<file path="src/rtl/ps2_key_receiver_pkg.sv">
// Shared definitions for the PS/2 keyboard receiver and the bus logic that consumes its bytes.
package ps2_key_receiver_pkg;

    typedef enum logic [1:0] {
        IDLE   = 2'd0,
        DATA   = 2'd1,
        PARITY = 2'd2,
        STOP   = 2'd3
    } frame_state_e;

    localparam int unsigned PS2_FRAME_BITS = 11;

    // Top nibble of the bus address that selects the keyboard read path.
    localparam logic [3:0] KEY_REGION = 4'hD;

endpackage

</file>
<file path="src/rtl/ps2_key_receiver_key_fifo.sv">
// Synchronous show-ahead FIFO: head always shows the oldest entry, zero when empty.
module key_fifo #(
    parameter int unsigned DEPTH = 8,
    parameter int unsigned WIDTH = 8
) (
    input  logic             clk,
    input  logic             rst,
    input  logic             push,
    input  logic [WIDTH-1:0] push_data,
    input  logic             pop,
    output logic             full,
    output logic             empty,
    output logic [WIDTH-1:0] head
);
    localparam int unsigned AW = (DEPTH > 1) ? $clog2(DEPTH) : 1;

    logic [WIDTH-1:0] mem_q [DEPTH];
    logic [AW:0]      wr_ptr_q, wr_ptr_d;
    logic [AW:0]      rd_ptr_q, rd_ptr_d;
    logic             wr_en;
    logic             rd_en;

    // Extra pointer MSB distinguishes full from empty when the index bits match.
    assign empty = (wr_ptr_q == rd_ptr_q);
    assign full  = (wr_ptr_q[AW] != rd_ptr_q[AW]) &&
                   (wr_ptr_q[AW-1:0] == rd_ptr_q[AW-1:0]);

    assign rd_en = pop && !empty;
    // A pop on a full FIFO frees the slot the incoming byte lands in.
    assign wr_en = push && (!full || pop);

    always_comb begin
        wr_ptr_d = wr_ptr_q + {{AW{1'b0}}, wr_en};
        rd_ptr_d = rd_ptr_q + {{AW{1'b0}}, rd_en};
    end

    always_ff @(posedge clk) begin
        if (rst) begin
            wr_ptr_q <= '0;
            rd_ptr_q <= '0;
        end else begin
            wr_ptr_q <= wr_ptr_d;
            rd_ptr_q <= rd_ptr_d;
        end
    end

    always_ff @(posedge clk) begin
        if (wr_en) begin
            mem_q[wr_ptr_q[AW-1:0]] <= push_data;
        end
    end

    assign head = empty ? '0 : mem_q[rd_ptr_q[AW-1:0]];

endmodule

</file>
<file path="src/rtl/ps2_key_receiver.sv">
// PS/2 keyboard frame receiver: synchronises the pins, decodes 11-bit frames and queues scan codes.
module ps2_key_receiver
    import ps2_key_receiver_pkg::*;
#(
    parameter int unsigned FIFO_DEPTH     = 8,
    parameter int unsigned TIMEOUT_CYCLES = 100000
) (
    input  logic       clk,
    input  logic       rst,
    input  logic       ps2_clk,
    input  logic       ps2_data,
    input  logic       key_pop,
    output logic [7:0] key_code,
    output logic       key_ready,
    output logic       frame_err,
    output logic       overflow
);
    localparam int unsigned TW = (TIMEOUT_CYCLES > 1) ? $clog2(TIMEOUT_CYCLES) : 1;

    logic         ps2_clk_s1_q, ps2_clk_s2_q, ps2_clk_s3_q;
    logic         ps2_data_s1_q, ps2_data_s2_q;
    logic         fall;
    logic         bit_in;

    frame_state_e state_q, state_d;
    logic [2:0]   bit_cnt_q, bit_cnt_d;
    logic [7:0]   shift_q, shift_d;
    logic         parity_q, parity_d;
    logic [TW-1:0] tmo_q, tmo_d;
    logic         frame_err_q, frame_err_d;
    logic         overflow_q, overflow_d;
    logic         push;
    logic         fifo_full;
    logic         fifo_empty;

    // Idle PS/2 lines float high, so the synchronisers reset to 1 to avoid a phantom edge.
    always_ff @(posedge clk) begin
        if (rst) begin
            ps2_clk_s1_q  <= 1'b1;
            ps2_clk_s2_q  <= 1'b1;
            ps2_clk_s3_q  <= 1'b1;
            ps2_data_s1_q <= 1'b1;
            ps2_data_s2_q <= 1'b1;
        end else begin
            ps2_clk_s1_q  <= ps2_clk;
            ps2_clk_s2_q  <= ps2_clk_s1_q;
            ps2_clk_s3_q  <= ps2_clk_s2_q;
            ps2_data_s1_q <= ps2_data;
            ps2_data_s2_q <= ps2_data_s1_q;
        end
    end

    assign fall   = ps2_clk_s3_q && !ps2_clk_s2_q;
    assign bit_in = ps2_data_s2_q;

    always_comb begin
        state_d     = state_q;
        bit_cnt_d   = bit_cnt_q;
        shift_d     = shift_q;
        parity_d    = parity_q;
        tmo_d       = tmo_q;
        frame_err_d = 1'b0;
        push        = 1'b0;

        case (state_q)
            IDLE: begin
                tmo_d = '0;
                if (fall && !bit_in) begin
                    state_d   = DATA;
                    bit_cnt_d = 3'd0;
                end
            end
            DATA: begin
                if (fall) begin
                    shift_d   = {bit_in, shift_q[7:1]};
                    bit_cnt_d = bit_cnt_q + 3'd1;
                    if (bit_cnt_q == 3'd7) begin
                        state_d = PARITY;
                    end
                end
            end
            PARITY: begin
                if (fall) begin
                    parity_d = bit_in;
                    state_d  = STOP;
                end
            end
            STOP: begin
                if (fall) begin
                    state_d = IDLE;
                    if (bit_in && ((^shift_q) ^ parity_q)) begin
                        push = 1'b1;
                    end else begin
                        frame_err_d = 1'b1;
                    end
                end
            end
            default: state_d = IDLE;
        endcase

        // A stalled mid-frame transfer is abandoned silently.
        if (state_q != IDLE) begin
            if (fall) begin
                tmo_d = '0;
            end else if (tmo_q == TW'(TIMEOUT_CYCLES - 1)) begin
                tmo_d   = '0;
                state_d = IDLE;
            end else begin
                tmo_d = tmo_q + TW'(1);
            end
        end

        overflow_d = overflow_q || (push && fifo_full && !key_pop);
    end

    always_ff @(posedge clk) begin
        if (rst) begin
            state_q     <= IDLE;
            bit_cnt_q   <= '0;
            shift_q     <= '0;
            parity_q    <= 1'b0;
            tmo_q       <= '0;
            frame_err_q <= 1'b0;
            overflow_q  <= 1'b0;
        end else begin
            state_q     <= state_d;
            bit_cnt_q   <= bit_cnt_d;
            shift_q     <= shift_d;
            parity_q    <= parity_d;
            tmo_q       <= tmo_d;
            frame_err_q <= frame_err_d;
            overflow_q  <= overflow_d;
        end
    end

    key_fifo #(
        .DEPTH (FIFO_DEPTH),
        .WIDTH (8)
    ) u_key_fifo (
        .clk       (clk),
        .rst       (rst),
        .push      (push),
        .push_data (shift_q),
        .pop       (key_pop),
        .full      (fifo_full),
        .empty     (fifo_empty),
        .head      (key_code)
    );

    assign key_ready = !fifo_empty;
    assign frame_err = frame_err_q;
    assign overflow  = overflow_q;

endmodule
</file>
<file path="config.mk">
export PLATFORM = sky130hd
export DESIGN_NAME = ps2_key_receiver
export DESIGN_NICKNAME = d
export VERILOG_FILES = /design/src/rtl/ps2_key_receiver_pkg.sv /design/src/rtl/ps2_key_receiver_key_fifo.sv /design/src/rtl/ps2_key_receiver.sv
export SDC_FILE = /design/constraint.sdc
export NUM_CORES = 1
export LEC_CHECK = 0
export ABC_AREA = 1
export ABC_CLOCK_PERIOD_IN_PS = 2600
export CAP_MARGIN = 20
export CORE_ASPECT_RATIO = 1.75
export CORE_UTILIZATION = 60
export CTS_CLUSTER_SIZE = 20
export DETAILED_ROUTE_END_ITERATION = 10
export PLACE_DENSITY = 0.78
export RECOVER_POWER = 50
export SETUP_SLACK_MARGIN = 0.15
export SKIP_LAST_GASP = 1
export SLEW_MARGIN = 10
export SYNTH_ARGS = -nofsm -noshare
export SYNTH_HDL_FRONTEND = slang
export SYNTH_SLANG_ARGS = --single-unit
</file>
<file path="constraint.sdc">
create_clock -name clk -period 2.6 [get_ports clk]
set_input_delay 0.26 -clock clk [delete_from_list [all_inputs] [get_ports clk]]
set_output_delay 0.26 -clock clk [all_outputs]
set_load 0.1 [all_outputs]
</file>
; ---- After elaboration in Yosys (flattened, before gate mapping)
; Memories as Yosys holds them, arrays and structs flattened. A register that Yosys moved wholly into a read port is not among the register bits.
; Cells that the tools add are included.
[op_classes]
eq_ne = 10
bitwise = 3
n_mux = 24
n_reduce_logical = 24
n_addsub = 4
[ops]
columns = cell, n
row1 = $mux 17, 4
row2 = $add 17x1->17 const B, 1
row3 = $eq 17x17->1 const B, 1
row4 = $mux 2, 8
row5 = $mux 3, 3
row6 = $add 4x1->4, 2
row7 = $logic_and 1x1->1, 8
row8 = $mux 8, 1
row9 = $pmux 2 s4, 1
row10 = $reduce_xor 8->1, 1
row11 = $mux 1, 6
row12 = $pmux 3 s2, 1
row13 = $reduce_bool 2->1, 3
row14 = $logic_not 1->1, 5
row15 = $eq 2x2->1 const B, 2
row16 = $eq 4x4->1, 1
row17 = $ne 2x2->1 const B, 2
row18 = $reduce_and 2->1, 2
row19 = $add 3x1->3 const B, 1
row20 = $eq 3x3->1, 1
row21 = $eq 3x3->1 const B, 1
row22 = $reduce_and 3->1, 1
row23 = $reduce_or 3->1, 1
row24 = $eq 2x1->1 const B, 1
row25 = other kinds (5), 7
[totals]
wordCells = 80
n_memories = 1
register_bits = 46
inputBits = 5
ram_bits = 64
[memory_table]
columns = name, words, word_bits, rd, rd_ports_with_merged_regs, wr, line_no
row1 = u_key_fifo.mem_q, 8, 8, 1, 1, 1, ps2_key_receiver_key_fifo.sv:17  ; logic [WIDTH-1:0] mem_q [DEPTH];

; ---- Depth between registers and ports, before layout
[logic_depth]
depth_word = 9
mapped_depth = 15

; ---- Cells and area by module
; A second synthesis with hierarchy kept.
[unflattened]
cells_unflattened = 513
hier_area_um2 = 4923.5
[by_module_without_submodules]
columns = mod, cells_each, area_each_um2, seq_area_each_um2, n_inst
row1 = key_fifo, 278, 3156.8, 2082.0, 1
row2 = ps2_key_receiver, 235, 1766.7, 760.7, 1

; ---- Least setup slack after synthesis
; Ideal clock, no wire load.
[synth_timing]
path_kind = register to output
from = reg u_key_fifo.rd_ptr_q[0]
to = out key_code[0]
stages_incl_launch_ff = 9
arrival_time_ns = 2.940
required_ns = 2.340
setup_slack_ns = -0.600
cell_sequence = dfxtp_1 > clkbuf_1 > nand2_1 > and2_1 > nand2_1 > nor2_1 > inv_2 > o21ai_0 > a31oi_1
[synth_between]
elab_chain_cells = 2
[synth_lines]
columns = item, line_no
row1 = start: declaration, ps2_key_receiver_key_fifo.sv:19  ; logic [AW:0] rd_ptr_q, rd_ptr_d;
row2 = start signal: assignment, ps2_key_receiver_key_fifo.sv:43  ; rd_ptr_q <= rd_ptr_d;
row3 = $eq 4x4->1, ps2_key_receiver_key_fifo.sv:24  ; assign empty = (wr_ptr_q == rd_ptr_q);
row4 = $mux 8, ps2_key_receiver_key_fifo.sv:53  ; assign head = empty ? '0 : mem_q[rd_ptr_q[AW-1:0]];
row5 = end: declaration, ps2_key_receiver.sv:13  ; output logic [7:0] key_code,
; No other way between the ends.

; ---- Worst setup path after layout
[layout_timing]
from = reg u_key_fifo.rd_ptr_q[0]
to = out key_code[6]
; Same word-level chain as after synthesis.

==> flow_summary.ini <==
[outcome]
status = completed

[clock_tree]
cts_sinks = 110
htree_levels = 3
tritoncts = built
hold_buffers = 0
clk_latency_ps = 350
clockBufferDepth = 2
cts.clk_slew.worst_paths_ps = 70
numCtsBuffers = 9
cts_root_buf = clkbuf_16

[floorplanning]
io_pins = 16
core_sq_mm = 0.00751
die-area_sq_mm = 0.00811
placementRows = 42
start_util_pct = 61.8
die_h_um = 118
die_w_um = 68.5

[layout]
drive_gt1_share_pct = 14.1
diodes = 0
syn2layout_area_growth_pct = 17.8
nNetsFinal = 517
design_area_sq_mm = 0.00547

[synthesis]
synth_area_per_cell_sq_um = 9.74
ys_ff_latch = 110
synth-main-ff-cell = edfxtp_1
yosysUniqueCellTypes = 30
synth_seq_area_share_pct = 61.2
synth_top_cell_by_area = edfxtp_1
synth_cells = 477
ys_warn_count = 0
synth_edf_count = 64
synth_top_area_share_pct = 41.4
syn_area_sq_mm = 0.00465
syn-num-nets = 489
synth.area.top_cells = edfxtp_1 41%, dfxtp_1 20%, nor2_1 7.2%, o21ai_0 5.8%, nand2_1 3.9%
async_flop_share_pct = 0

[sta]
timing_worst_slew_pin_value_ps = 1160
finalSetupViolCount = 0
fin_crit_ps = 2350
hold_viol_final = 0
grt_setup_unrepaired = false
finalCritPeriodShare_pct = 90.4
finClkSkew_ps = 9.24
clock.fmax_mhz = 425
setup_tns_ps = 0
drv_slew = 0
fin_hold_ws_ps = 414
slew_headroom_pct = 23.2

[run]
drv_cap = 0

[power_and_ir_drop]
power_frac_comb_pct = 0.9
power.density_mw_per_mm2 = 606
p_int_mw = 2.69
p_clk_share_pct = 44.0
power.switching_mw = 0.634
power_frac_seq_pct = 55.1
p_total_mw = 3.32
p_leak_nw = 1.94
switching_share_pct = 19.1
peakVddDrop_v = 0.000424

[worst_setup_path]
crit_path_start_kind = flip-flop
crit_required_ps = 2340
r2r-start = shift_q[0]
path_class = reg2out
crit_fanout = 32
crit_arrival_ps = 2090
worstSetupEndpointType = output pin
crit_start = u_key_fifo.rd_ptr_q[0]

[global_routing]
grtUsageTotal_pct = 29.7
overflow = 0
grt_pass1_wl_mm = 17.4
antenna_found_initial = 0
grt_pass1_vias = 3672
grt_max_degree = 34

[drt]
drtPass1Iterations = 6
totalWireLength_mm = 10.5
drt-initial-drc-count = 309
drtAntennaViolNets = 0
drt-vias-per-instance = 5.86
wl_per_cell_um = 17.6
post-route-drc-count = 0
via_count = 3505

[worst_hold_path]
hold_class = reg2reg
hold_start = ps2_clk_s1_q

[place]
hpwlAfterDp_mm = 7.31
gp_congestion = 0.897
numPortBuffers = 15
place_area_sq_mm = 0.00514
-- cell families after synthesis --
group / synth area share, %
AND/OR/NAND/NOR: 17.7
flip-flops: 61.2
AO/OA/AOI/OAI: 11.2
buffers and inverters: 5.58
XOR/XNOR: 2.45
adder cells (fa/ha/maj): 1.89
-- metal layers --
metal / track usage (%) / part of all wire [%] / vias to the layer above
met5: 0 / 0 / -
met4: 19.5 / 6.4 / 0
met1: 30.0 / 35 / 1670
met2: 51.2 / 56 / 119
li1: - / - / 1673
met3: 6.56 / 3.2 / 43
-- worst paths after layout --
kind,to,slack (ps),cells past startpoint
max,key_code[6],250,7
min,ps2_clk_s2_q,410,1
max reg2reg,u_key_fifo.mem_q[0][6],260,11
min reg2reg,ps2_clk_s2_q,410,1
-- metrics by stage --
step | worst slack (ps) | utilization, % | std cells
floorplan | -11.3 | - | 477
global placement | 446 | 68.4 | 581
detailed placement | 390 | 68.4 | 581
CTS | 153 | 72.7 | 597
global route | 97.7 | 72.8 | 598
finish | 249 | 72.8 | 598
-- cell usage after synthesis, drive strengths merged (7+ instances only) --
library cell / n
a21oi: 17
a31oi: 9
buf: 9
clkbuf: 7
dfxtp: 46
edfxtp: 64
ha: 7
inv: 50
nand2: 48
nand3: 10
nor2: 92
nor3: 19
o21ai: 61
o22ai: 8
xnor2: 7
-- layout make-up --
type / count / area, sq um
inverter: 50 / 190
sequential: 110 / 2840
multi-input combinational: 301 / 1660
fill: 539 / 2040
clock buffer: 9 / 225
clock inverter: 7 / 97.6
tap: 88 / 110
timing repair buffer: 33 / 352
-- flip-flops by register name (all words and copies together), names as in the netlist, 2 cells and up --
signal and flops:
u_key_fifo.mem_q 64, tmo_q 17, shift_q 8, u_key_fifo.rd_ptr_q 4
u_key_fifo.wr_ptr_q 4, bit_cnt_q 3, state_q 2
-- cell usage in the layout, fill, tap and decap left out, types with 2 or more instances in the layout --
master | synthesis | routed
buf_6 | 0 | 2
clkinv_2 | 0 | 2
a31oi_4 | 0 | 5
nor2_1 | 89 | 89
xnor2_1 | 7 | 7
o21ai_1 | 7 | 10
o21ai_0 | 54 | 51
o22ai_1 | 8 | 6
edfxtp_1 | 64 | 64
o22ai_2 | 0 | 2
nand2_1 | 48 | 48
nor3_1 | 15 | 14
ha_1 | 7 | 7
a211oi_1 | 2 | 2
clkbuf_1 | 7 | 7
inv_1 | 43 | 43
clkbuf_16 | 0 | 9
nand3_2 | 2 | 2
clkdlybuf4s50_1 | 0 | 3
xor2_1 | 6 | 6
nand3_1 | 8 | 8
nor3_2 | 3 | 4
nor2_2 | 3 | 3
inv_2 | 7 | 6
a21oi_1 | 17 | 17
bufinv_16 | 0 | 2
nor4_1 | 3 | 3
or2_2 | 4 | 4
nand4_1 | 4 | 4
buf_4 | 0 | 11
buf_12 | 0 | 9
a31oi_2 | 0 | 3
dfxtp_1 | 46 | 45
-- power by group through the flow --
stage | clock network, mW | registers [mW] | logic (mW)
after CTS | 1.47 | 1.83 | 0.0297
after detailed placement | 0 | 1.87 | 0.0295
after global routing | 1.55 | 1.83 | 0.0323
final | 1.46 | 1.83 | 0.0288
after global placement | 0 | 1.87 | 0.0280
after floorplan | 0 | 1.87 | 0.0165
-- repair_timing --
item,4_1_cts,5_1_grt
hold endpoints to repair,0,0
buffers inserted,0,1
resized for setup,0,15
endpoints found under the setup margin,0,26
-- worst max-delay path, stage by stage (launching register included) --
cell and delay [ps]:
dfxtp_1 340, inv_2 60, buf_4 280, o21ai_0 140, o22ai_1 380, o21ai_1 130
a31oi_2 210, buf_12 200
(Power assumes the default switching activity.)
==> RTL edit 1: new RTL, same flow settings <==
Set the parameter `TIMEOUT_CYCLES` to 200000 (it was 100000).
--- a/src/rtl/ps2_key_receiver.sv
+++ b/src/rtl/ps2_key_receiver.sv
@@ -3,7 +3,7 @@
     import ps2_key_receiver_pkg::*;
 #(
     parameter int unsigned FIFO_DEPTH     = 8,
-    parameter int unsigned TIMEOUT_CYCLES = 100000
+    parameter int unsigned TIMEOUT_CYCLES = 200000
 ) (
     input  logic       clk,
     input  logic       rst,
Check against the original RTL: no difference found for any inputs over 10 cycles, from zero or initial values and one cycle with rst high; that may be too few to reach the edited logic, so the function may still have changed.
==> RTL edit 1 against the original RTL <==
Routed wire length shrank 5.6%; final area grew 0.25%; cell count grew 1.7%; die area grew 1.9%; fmax shrank 1.1%; core utilization shrank 0.82 points; sequential cell count grew 1; first-iteration DRC count shrank 19%; synthesized area grew 1.9%; synthesized cell count grew 2.1%; total power shrank 3.9%; worst setup slack lost 0.026 ns; critical path type unchanged; critical endpoint is now key_code[5]; largest power group unchanged; highest routed layer unchanged.
==> RTL edit 1: results (changes against the original RTL) <==
outcome:
  outcome: "finished, final reports clean"
global_route:
  global_route.usage.met3_pct: 4.37  # -2.2 points
  grt_usage_pct: 26.2  # -3.5 points
  grt_pass1_vias: 3482  # -5.2%
  grt_util_met1_pct: 26.7  # -3.3 points
setup_path:
  r2r-end: "u_key_fifo.mem_q[1][7]"
  critPathMaxStageDelay_ns: 0.34  # -0.04 ns
  crit_slowest_cell: "dfxtp_1"
layout:
  layout-drive-gt1-share_pct: 13.5  # -0.66 points
  nonClkBufAreaFrac_pct: 6.34  # -0.084 points
  fin_nets: 527  # +1.9%
  final_cells: 608  # +1.7%
  seq-cell-share_pct: 52.2  # +0.23 points
  clkbuf_count: 10  # +1
  final_core_util_pct: 72.0  # -0.82 points
  clk_share_pct: 5.31  # -0.58 points
  inverters: 45  # -10%
  num-fill-cells: 536  # -0.56%
place:
  place_congestion: 0.929  # +3.7%
  dp_hpwl_um: 7000  # -4.2%
  dp_cells: 592  # +1.9%
  dpl_cell_area_um2: 5230  # +1.8%
power_and_ir_drop:
  ir_worst_vdd_uv: 376  # -11%
  swShare_pct: 19.7  # +0.58 points
drt:
  drtIter0Drc: 251  # -19%
  wl_met2_um: 5470  # -6.5%
  wl_met1_um: 3650  # -0.11%
  num_vias: 3411  # -2.7%
timing:
  skew_ns: 0.00600  # -0.00325 ns
  holdWs_ns: 0.408  # -0.00636 ns
logic_synthesis:
  syn_inst: 487  # +2.1%
  synth_xor_area_share_pct: 2.59  # +0.14 points
  synth.distinct_cells: 34  # +13%
  ys_seq_area_share_pct: 60.5  # -0.73 points
RTL edit 1: changes by cell type after synthesis, sizes merged, moves of 2 or more:
cell / before / now
inv: 50 / 45
nand2: 48 / 60
nand3: 10 / 13
nor2: 92 / 98
nor3: 19 / 17
nor4: 3 / 0
o21ai: 61 / 58
xor2: 6 / 8
RTL edit 1: repair_timing:
item | CTS | global route
hold buffers | 0 | 0
endpoints found under the setup margin | 0 | 7
gates resized for setup | 0 | 5
RTL edit 1: how the worst max path moves through the flow:
stage / end / slack (ns) / cells past startpoint
3_3_place_gp: u_key_fifo.mem_q[0][7] / 0.42 / 11
3_5_place_dp: u_key_fifo.mem_q[1][6] / 0.41 / 11
2_1_floorplan: key_code[5] / -0.07 / 9
6_report: key_code[5] / 0.22 / 7
4_1_cts: key_code[6] / 0.17 / 6
5_1_grt: u_key_fifo.mem_q[0][1] / 0.12 / 11
==> RTL edit 2: new RTL, same flow settings <==
Without the edit above. Make the reset (`rst`) asynchronous in 3 clocked blocks. Comments in the files are not updated.
--- a/src/rtl/ps2_key_receiver_key_fifo.sv
+++ b/src/rtl/ps2_key_receiver_key_fifo.sv
@@ -34,7 +34,7 @@
         rd_ptr_d = rd_ptr_q + {{AW{1'b0}}, rd_en};
     end
 
-    always_ff @(posedge clk) begin
+    always_ff @(posedge clk or posedge rst) begin
         if (rst) begin
             wr_ptr_q <= '0;
             rd_ptr_q <= '0;
--- a/src/rtl/ps2_key_receiver.sv
+++ b/src/rtl/ps2_key_receiver.sv
@@ -34,7 +34,7 @@
     logic         fifo_empty;
 
     // Idle PS/2 lines float high, so the synchronisers reset to 1 to avoid a phantom edge.
-    always_ff @(posedge clk) begin
+    always_ff @(posedge clk or posedge rst) begin
         if (rst) begin
             ps2_clk_s1_q  <= 1'b1;
             ps2_clk_s2_q  <= 1'b1;
@@ -113,7 +113,7 @@
         overflow_d = overflow_q || (push && fifo_full && !key_pop);
     end
 
-    always_ff @(posedge clk) begin
+    always_ff @(posedge clk or posedge rst) begin
         if (rst) begin
             state_q     <= IDLE;
             bit_cnt_q   <= '0;
Formal check against the unedited RTL: same outputs for any inputs over 10 cycles, from zero or initial values and one cycle with rst high; that may be too few to reach the edited logic, so the function may still have changed.
==> RTL edit 2 against the original RTL <==
Register-to-register slack improved by 0.16 ns; critical path type unchanged; routed wire length is 9.4% lower; hold slack got worse by 0.052 ns; synthesized area grew 4.4%; non-clock buffer count fell by 4; highest routed layer unchanged; sequential cell count unchanged; clock skew fell by 0.0022 ns; final area grew 1.6%; worst setup slack gained 0.038 ns; first-iteration DRC count up 0.65%; core utilization is 2.0 points lower.
Power is not compared: it rests on default switching activity, and its combinational part moved more than twofold at a synthesized area within 25%.
==> RTL edit 2: results (changes against the original RTL) <==
outcome:
  outcome: "finished, final reports clean"
logic_synthesis:
  yosys-top-cells-count: "98 x nor2_1, 64 x edfxtp_1, 54 x nand2_1"
  async_reset_ff_share_pct: 41.8  # +42 points
  ys_seq_area_share_pct: 63.5  # +2.3 points
  synth_nets: 466  # -4.7%
  synth.distinct_cells: 39  # +30%
  synthTopCellsByArea: "edfxtp_1 40%, dfrtp_1 21%, nor2_1 7.6%, nand2_1 4.2%, o21ai_0 3.6%"
  synth-edff-count: 64  # unchanged
cts:
  worst_skew_pair.late_latency_ns: 0.35  # about the same
  path_clk_slew_ns: 0.07  # about the same
  cts_buffer_depth: 2  # unchanged
  cts_setup_buffers: 0  # unchanged
  root_buffer: "clkbuf_16"
  htree_num_levels: 3  # unchanged
global_route:
  grt_usage_pct: 24.6  # -5.1 points
  grt_pass1_wl_um: 15800  # -9.1%
  grt_max_degree: 35  # +2.9%
drt:
  num_vias: 3368  # -3.9%
  drtPass1Iterations: 5  # -1
  drtIter0Drc: 311  # +0.65%
  wl_per_cell_um: 16.6  # -5.3%
layout:
  fin_nets: 489  # -5.4%
  largest_register_ffs: 64  # unchanged
  layout-drive-gt1-share_pct: 15.8  # +1.6 points
place:
  place_ws_ns: 0.443  # +0.0530 ns
  place_congestion: 0.881  # -1.7%
  dp_hpwl_um: 6630  # -9.3%
setup_path:
  crit_slowest_cell: "dfrtp_2"
  critPathMaxStageDelay_ns: 0.48  # +0.10 ns
  crit_family: "buffers and inverters"
  reg2reg_depth: 12  # +1
min_path:
  hold_depth: 0  # -1
timing:
  skew_ns: 0.00699  # -0.00225 ns
  tightest_slew_ns: 0.888  # -0.270 ns
[RTL edit 2: routing by layer]
| layer | wire length (um) | global-route usage, % | part of all wire (%) | vias up |
|---|---|---|---|---|
| li1 | - | - | - | 1596 |
| met1 | 3500 | 25.9 | 37 | 1646 |
| met2 | 5380 | 45.2 | 57 | 99 |
| met3 | 346 | 5.23 | 3.6 | 27 |
| met4 | 293 | 12.9 | 3.1 | 0 |
| met5 | 0 | 0 | 0 | - |
[RTL edit 2: report_power, final]
group          internal [uW]  leakage (uW)  switching (uW)  total, uW
clock                    650      0.000129             596       1250
combinational           1110      0.000887            2180       3290
sequential              2140       0.00118             265       2410
total                   3900       0.00220            3040       6940
[RTL edit 2: kinds of logic after synthesis]
group           share of synthesized area [%]
mux                                     0.232
fa+ha+maj                                1.81
compound gates                           8.28
simple gates                             19.8
xor+xnor                                 2.17
flops                                    63.5
buf+inv                                  4.20
[RTL edit 2: worst paths after layout]
path / start / to / slack, ns
max: u_key_fifo.rd_ptr_q[0] / key_code[6] / 0.29
max in group asynchronous: rst / tmo_q[9] / 0.91
min in group asynchronous: rst / u_key_fifo.rd_ptr_q[1] / 0.46
min: ps2_data_s1_q / bit_in / 0.36
min reg2reg: ps2_data_s1_q / bit_in / 0.36
max reg2reg: shift_q[7] / u_key_fifo.wr_ptr_q[2] / 0.42
[RTL edit 2: stage by stage]
step | std cells | hold WS (ns) | total power [uW] | instance area, um^2
2_1_floorplan | 454 | 0.264 | 4710 | 4910
3_3_place_gp | 556 | 0.347 | 5610 | 5280
3_5_place_dp | 556 | 0.351 | 5700 | 5280
4_1_cts | 572 | 0.220 | 6950 | 5560
5_1_grt | 572 | 0.363 | 7270 | 5560
6_report | 572 | 0.362 | 6940 | 5560
[RTL edit 2: cell type report]
class,instances,area [um^2]
clock buffer,9,225
clock inverter,7,50.0
fill,557,2290
inverter,32,120
multi-input combinational,295,1630
sequential,110,3080
tap,90,113
timing repair buffer,29,344
[RTL edit 2: what timing repair did]
item	4_1_cts	5_1_grt
endpoints found under the setup margin	0	5
endpoints found under the hold margin	0	0
gates resized for setup	0	4
